--- config.mk ---
export PLATFORM = sky130hd
export DESIGN_NAME = video_timing_gen
export DESIGN_NICKNAME = d
export VERILOG_FILES = /design/src/rtl/video_timing_pkg.sv /design/src/rtl/video_ce_div.sv /design/src/rtl/video_timing_gen.sv
export SDC_FILE = /design/constraint.sdc
export NUM_CORES = 1
export LEC_CHECK = 0
export BUFFER_PORTS_ARGS = -buffer_cell sky130_fd_sc_hd__buf_2
export CORE_ASPECT_RATIO = 1.25
export CORE_MARGIN = 5
export CORE_UTILIZATION = 30
export DETAILED_ROUTE_END_ITERATION = 7
export SYNTH_ARGS = -nofsm -noshare
export SYNTH_HDL_FRONTEND = slang
export SYNTH_SLANG_ARGS = --single-unit
--- constraint.sdc ---
create_clock -name iPCLK -period 2.35 [get_ports iPCLK]
set_input_delay 0.1175 -clock iPCLK [delete_from_list [all_inputs] [get_ports iPCLK]]
set_output_delay 0.1175 -clock iPCLK [all_outputs]
set_load 0.02 [all_outputs]
--- src/rtl/video_timing_pkg.sv ---
// Shared raster timing defaults, counter width and total-length helpers for the video timing generator.
// Pure constants and functions, no logic.
package video_timing_pkg;

    localparam int CNT_W   = 12;
    localparam int CNT_MAX = (1 << CNT_W) - 1;

    localparam int DEF_H_ACTIVE = 256;
    localparam int DEF_H_FP     = 8;
    localparam int DEF_H_SYNC   = 32;
    localparam int DEF_H_BP     = 88;
    localparam int DEF_V_ACTIVE = 224;
    localparam int DEF_V_FP     = 16;
    localparam int DEF_V_SYNC   = 8;
    localparam int DEF_V_BP     = 16;
    localparam int DEF_CE_DIV   = 4;

    function automatic int h_total(input int active, input int fp, input int sync, input int bp);
        return active + fp + sync + bp;
    endfunction

    function automatic int v_total(input int active, input int fp, input int sync, input int bp);
        return active + fp + sync + bp;
    endfunction

endpackage

--- src/rtl/video_ce_div.sv ---
// Pixel clock-enable divider: oTICK is high while the phase counter sits at CE_DIV-1 (combinational).
// Free running, no backpressure; CE_DIV = 1 gives a permanently high tick.
module video_ce_div #(
    parameter int CE_DIV = 4
) (
    input  logic iPCLK,
    input  logic iRSTn,
    output logic oTICK
);

    localparam logic [3:0] D_LAST = 4'(CE_DIV - 1);

    logic [3:0] d_q;
    logic [3:0] d_d;

    assign oTICK = (d_q == D_LAST);

    always_comb begin
        d_d = oTICK ? 4'd0 : d_q + 4'd1;
    end

    always_ff @(posedge iPCLK or negedge iRSTn) begin
        if (!iRSTn) begin
            d_q <= 4'd0;
        end else begin
            d_q <= d_d;
        end
    end

endmodule

--- src/rtl/video_timing_gen.sv ---
// Raster timing generator: sync, blanking, data enable and position, all registered on the tick edge.
// One-edge latency from tick to outputs; free running, no backpressure.
module video_timing_gen
    import video_timing_pkg::*;
#(
    parameter int H_ACTIVE       = DEF_H_ACTIVE,
    parameter int H_FP           = DEF_H_FP,
    parameter int H_SYNC         = DEF_H_SYNC,
    parameter int H_BP           = DEF_H_BP,
    parameter int V_ACTIVE       = DEF_V_ACTIVE,
    parameter int V_FP           = DEF_V_FP,
    parameter int V_SYNC         = DEF_V_SYNC,
    parameter int V_BP           = DEF_V_BP,
    parameter int CE_DIV         = DEF_CE_DIV,
    parameter bit HS_ACTIVE_HIGH = 1'b0,
    parameter bit VS_ACTIVE_HIGH = 1'b0
) (
    input  logic             iPCLK,
    input  logic             iRSTn,
    output logic             oCE,
    output logic             oHS,
    output logic             oVS,
    output logic             oDE,
    output logic             oHBLANK,
    output logic             oVBLANK,
    output logic [CNT_W-1:0] oHCNT,
    output logic [CNT_W-1:0] oVCNT
);

    localparam int H_TOT = h_total(H_ACTIVE, H_FP, H_SYNC, H_BP);
    localparam int V_TOT = v_total(V_ACTIVE, V_FP, V_SYNC, V_BP);

    generate
        if (H_TOT > CNT_MAX || V_TOT > CNT_MAX) begin : g_bad_total
            $error("video_timing_gen: timing totals exceed the 12-bit counter range");
        end
        if (CE_DIV < 1 || CE_DIV > 16) begin : g_bad_div
            $error("video_timing_gen: CE_DIV must be within 1..16");
        end
    endgenerate

    localparam logic [CNT_W-1:0] ONE      = CNT_W'(1);
    localparam logic [CNT_W-1:0] H_LAST   = CNT_W'(H_TOT - 1);
    localparam logic [CNT_W-1:0] V_LAST   = CNT_W'(V_TOT - 1);
    localparam logic [CNT_W-1:0] H_ACT    = CNT_W'(H_ACTIVE);
    localparam logic [CNT_W-1:0] V_ACT    = CNT_W'(V_ACTIVE);
    localparam logic [CNT_W-1:0] HS_FIRST = CNT_W'(H_ACTIVE + H_FP);
    localparam logic [CNT_W-1:0] HS_LAST  = CNT_W'(H_ACTIVE + H_FP + H_SYNC - 1);
    localparam logic [CNT_W-1:0] VS_FIRST = CNT_W'(V_ACTIVE + V_FP);
    localparam logic [CNT_W-1:0] VS_LAST  = CNT_W'(V_ACTIVE + V_FP + V_SYNC - 1);

    logic             tick;
    logic [CNT_W-1:0] h_q, h_d, v_q, v_d;
    logic [CNT_W-1:0] hcnt_q, hcnt_d, vcnt_q, vcnt_d;
    logic             ce_q, ce_d;
    logic             hs_q, hs_d, vs_q, vs_d;
    logic             de_q, de_d;
    logic             hblank_q, hblank_d, vblank_q, vblank_d;

    video_ce_div #(
        .CE_DIV (CE_DIV)
    ) u_ce_div (
        .iPCLK (iPCLK),
        .iRSTn (iRSTn),
        .oTICK (tick)
    );

    // Outputs decode the next position so that counts and flags land on the same edge.
    always_comb begin
        h_d = h_q;
        v_d = v_q;
        if (tick) begin
            if (h_q == H_LAST) begin
                h_d = '0;
                v_d = (v_q == V_LAST) ? '0 : v_q + ONE;
            end else begin
                h_d = h_q + ONE;
            end
        end
        hcnt_d   = h_d;
        vcnt_d   = v_d;
        ce_d     = tick;
        hblank_d = (h_d >= H_ACT);
        vblank_d = (v_d >= V_ACT);
        de_d     = !hblank_d && !vblank_d;
        hs_d     = (h_d >= HS_FIRST && h_d <= HS_LAST) ? HS_ACTIVE_HIGH : !HS_ACTIVE_HIGH;
        vs_d     = (v_d >= VS_FIRST && v_d <= VS_LAST) ? VS_ACTIVE_HIGH : !VS_ACTIVE_HIGH;
    end

    // Position parks at the last pixel of the frame so the first tick lands on (0,0).
    always_ff @(posedge iPCLK or negedge iRSTn) begin
        if (!iRSTn) begin
            h_q      <= H_LAST;
            v_q      <= V_LAST;
            ce_q     <= 1'b0;
            hcnt_q   <= '0;
            vcnt_q   <= '0;
            de_q     <= 1'b0;
            hblank_q <= 1'b1;
            vblank_q <= 1'b1;
            hs_q     <= !HS_ACTIVE_HIGH;
            vs_q     <= !VS_ACTIVE_HIGH;
        end else begin
            h_q  <= h_d;
            v_q  <= v_d;
            ce_q <= ce_d;
            if (tick) begin
                hcnt_q   <= hcnt_d;
                vcnt_q   <= vcnt_d;
                de_q     <= de_d;
                hblank_q <= hblank_d;
                vblank_q <= vblank_d;
                hs_q     <= hs_d;
                vs_q     <= vs_d;
            end
        end
    end

    assign oCE     = ce_q;
    assign oHS     = hs_q;
    assign oVS     = vs_q;
    assign oDE     = de_q;
    assign oHBLANK = hblank_q;
    assign oVBLANK = vblank_q;
    assign oHCNT   = hcnt_q;
    assign oVCNT   = vcnt_q;

endmodule
==> impl_results.md <==
* Outcome: finished clean
* Register area share after synthesis at ~50%
* Cell Pwr Density at between 500 and 600 nW/µm²
* CP Class: flip-flop to flip-flop
* TritonCTS clock tree: built
* CP most frequent cell: o31ai_2
* Asr flop ratio synth at 100%
* Clock latency reported for the late side of the worst-skew pair at 330 ps
* Endpoint class of the critical path: flip-flop
* Tcrit/Tclk final at 97.6%
* Top FF cell, synth: dfrtp_1
* Core Rows at 40
* Post-synth cell types at 38
* Clk_skew at 5.85 ps
* IO Count at 32
* Final #Nets at 377
* Syn Std Cell Area at 2880 µm²
* Sink Count at 58
* Worst path max stage delay at 550 ps
* Gr usage total at 13.0%
* EDFF count, synth at 0
* Commonest cells post-synth: nand2_1 (48), dfrtp_1 (42), nor2_1 (39)
* ANT cells at 0
* Unrepaired setup endpoints after global routing: yes
* PortBufs at 31
* Worst slew pin tran at 709 ps
* First-pass GRT wire length at 12100 µm
* Grt ovf at 0
* Initial antenna violation count at 0
* CP max-delay cell: dfstp_2
* GPL Wtd Cong at 0.888
* DP HPWL at just over 5000 µm
* Worst Path Max Fanout at 8
* Detail Route Antenna Nets at 0
* CTS buffer count at 9
* Fin. Hold Viols at 0
* WL final at 7090 µm
* Clk slew on worst S/H paths at 50 ps
* Final Max Slew Viols at 0
* Startpoint class of the critical path: flip-flop
* Min Tclk post-route at 2290 ps
* Flops & latches, synth at 58
* CP Buf/Inv Count at 0
* Syn Area/Cell at 9.21 µm²
* Vias at 2452
* Initial Utilization at 30.3%
* DRC errors left at 0
* Setup violations, final at 0
* Initial DRC count at 165
* Die X at 97.7 µm
* Post-synth top area share at a little over a third
* CTS Buffer Depth at 2
* Cell count after synthesis at 313
* Synth Warn # at 0
* Crit path arrival time at roughly 2500 ps
* VDD IR-drop max at 0.296 mV
* Syn_nets at 318
* Slew headroom at between 50% and 60%
* Worst Hold Margin at 463 ps
* Cell family with most CP delay: simple AND/OR/NAND/NOR gates
* Most frequent cell after synthesis: nand2_1
* Fmax at 436 MHz
* Vias in the first global route at 2569
* Die Y at ~120 µm
* Worst path cell trace: ha_4 -> and3_4 -> and4_4 -> nand3_4 -> o21ai_2 -> o31ai_2 -> or4_1 -> o31ai_2
* Root Buffer: clkbuf_16
* Layout cells sized above 1 at 30.5%
* Pin count of the biggest net entering global routing at 59
* Die ar. at 11700 µm²
* Post-DR wirelength/cell at 14.1 µm
* Worst min path class: input port to async pin
* Pre-antenna DRT Iters at 4
* Area contributors post-synth: dfrtp_1 (36%), dfstp_2 (15%), nand2_1 (6.3%)
* Final Core Density at between 30% and 40%
* Core Area at 9510 µm²
* H-tree lvl count at 3
* Critical Path RT at 2590 ps
* Vias per inst at roughly 4.9
* Synth area leader: dfrtp_1
* Syn-to-layout area delta at 29.8%
* P_leak at 1.69 nW
* Maxcap violations at 0
-- routing by layer --
layer / vias to the layer above / part of all wire, % / GRT usage [%]
met4: 0 / 3.9 / 9.78
met2: 77 / 50 / 21.8
li1: 1199 / - / -
met3: 22 / 4.6 / 3.14
met5: - / 0 / 0
met1: 1154 / 41 / 14.2
-- placed cells by master (no fill, tap or decap), types with 9 or more instances in the layout --
cell        n
clkbuf_16   9
nor2_1     38
xor2_1     11
buf_2      31
o21ai_0    27
xnor2_1    17
dfstp_2    16
buf_4      34
a21oi_1     9
dfrtp_1    42
nand3_1    15
nand2_1    48
-- sequential cells by signal, indices dropped and copies added, names as in the netlist, 4 cells and up --
signal / cells
h_q: 12
oHCNT: 12
oVCNT: 12
u_ce_div.d_q: 4
v_q: 12
-- worst min-delay path, cell delays in order --
cell and delay (ps):
dlygate4sd3_1 520, buf_2 90, buf_4 560
-- per-stage QoR --
stage | setup slack [ps] | cells | cell area, µm² | setup TNS [ps] | total power, mW
after CTS | 15.2 | 500 | 3670 | 0 | 2.27
after global placement | 2.08 | 483 | 3380 | 0 | 1.04
after global routing | -58.4 | 503 | 3740 | -107 | 2.31
after detailed placement | 26.6 | 483 | 3380 | 0 | 1.04
after floorplan | -40.4 | 313 | 2910 | -40.4 | 1.02
final | 56.3 | 503 | 3740 | 0 | 2.22
-- final timing paths --
path / start / end / slack (ps) / cells past startpoint
setup / recovery: h_q[1]$_DFF_PN1_ / oDE$_DFFE_PN0N_ / 60 / 8
hold / removal: iRSTn / oCE$_DFF_PN0_ / 460 / 3
setup reg to reg: h_q[1]$_DFF_PN1_ / oDE$_DFFE_PN0N_ / 60 / 8
hold reg to reg: oVCNT[3]$_DFFE_PN0N_ / oVCNT[3]$_DFFE_PN0N_ / 470 / 2
max in group asynchronous: iRSTn / oHCNT[4]$_DFFE_PN0N_ / 1420 / 3
min in group iPCLK: oVCNT[3]$_DFFE_PN0N_ / oVCNT[3]$_DFFE_PN0N_ / 470 / 2
-- power breakdown --
group,internal (mW),leakage (nW),switching (mW)
Combinational,0.00273,0.817,0.0184
Clock,0.763,0.139,0.430
Sequential,1.00,0.733,0
Total,1.77,1.69,0.449
-- layout make-up --
| cell class | count | area, µm² |
|---|---|---|
| fillers | 1002 | 5770 |
| clock buffers | 13 | 260 |
| multi-input cells | 233 | 1390 |
| clock inverters | 3 | 15.0 |
| inverters | 3 | 11.3 |
| repair buffers | 67 | 440 |
| well taps | 126 | 158 |
| flip-flops and latches | 58 | 1470 |
-- logic make-up after synthesis --
logic type               after synthesis  share of synthesized area, %
AND/OR/NAND/NOR                      136                          21.7
AO/OA/AOI/OAI                         65                          13.6
flip-flops                            58                          51.0
XOR/XNOR                              28                          8.51
buffers and inverters                 22                          3.43
adder cells (fa/ha/maj)                3                          1.30
multiplexers                           1                         0.391
-- what timing repair did --
item | 4_1_cts | 5_1_grt
endpoints found under the hold margin | 42 | 0
setup buffers | 0 | 3
gates resized for setup | 1 | 15
pin swaps | 0 | 3
hold buffers | 1 | 0
setup endpoints to repair | 1 | 3
Power figures use the tool's default switching activity.
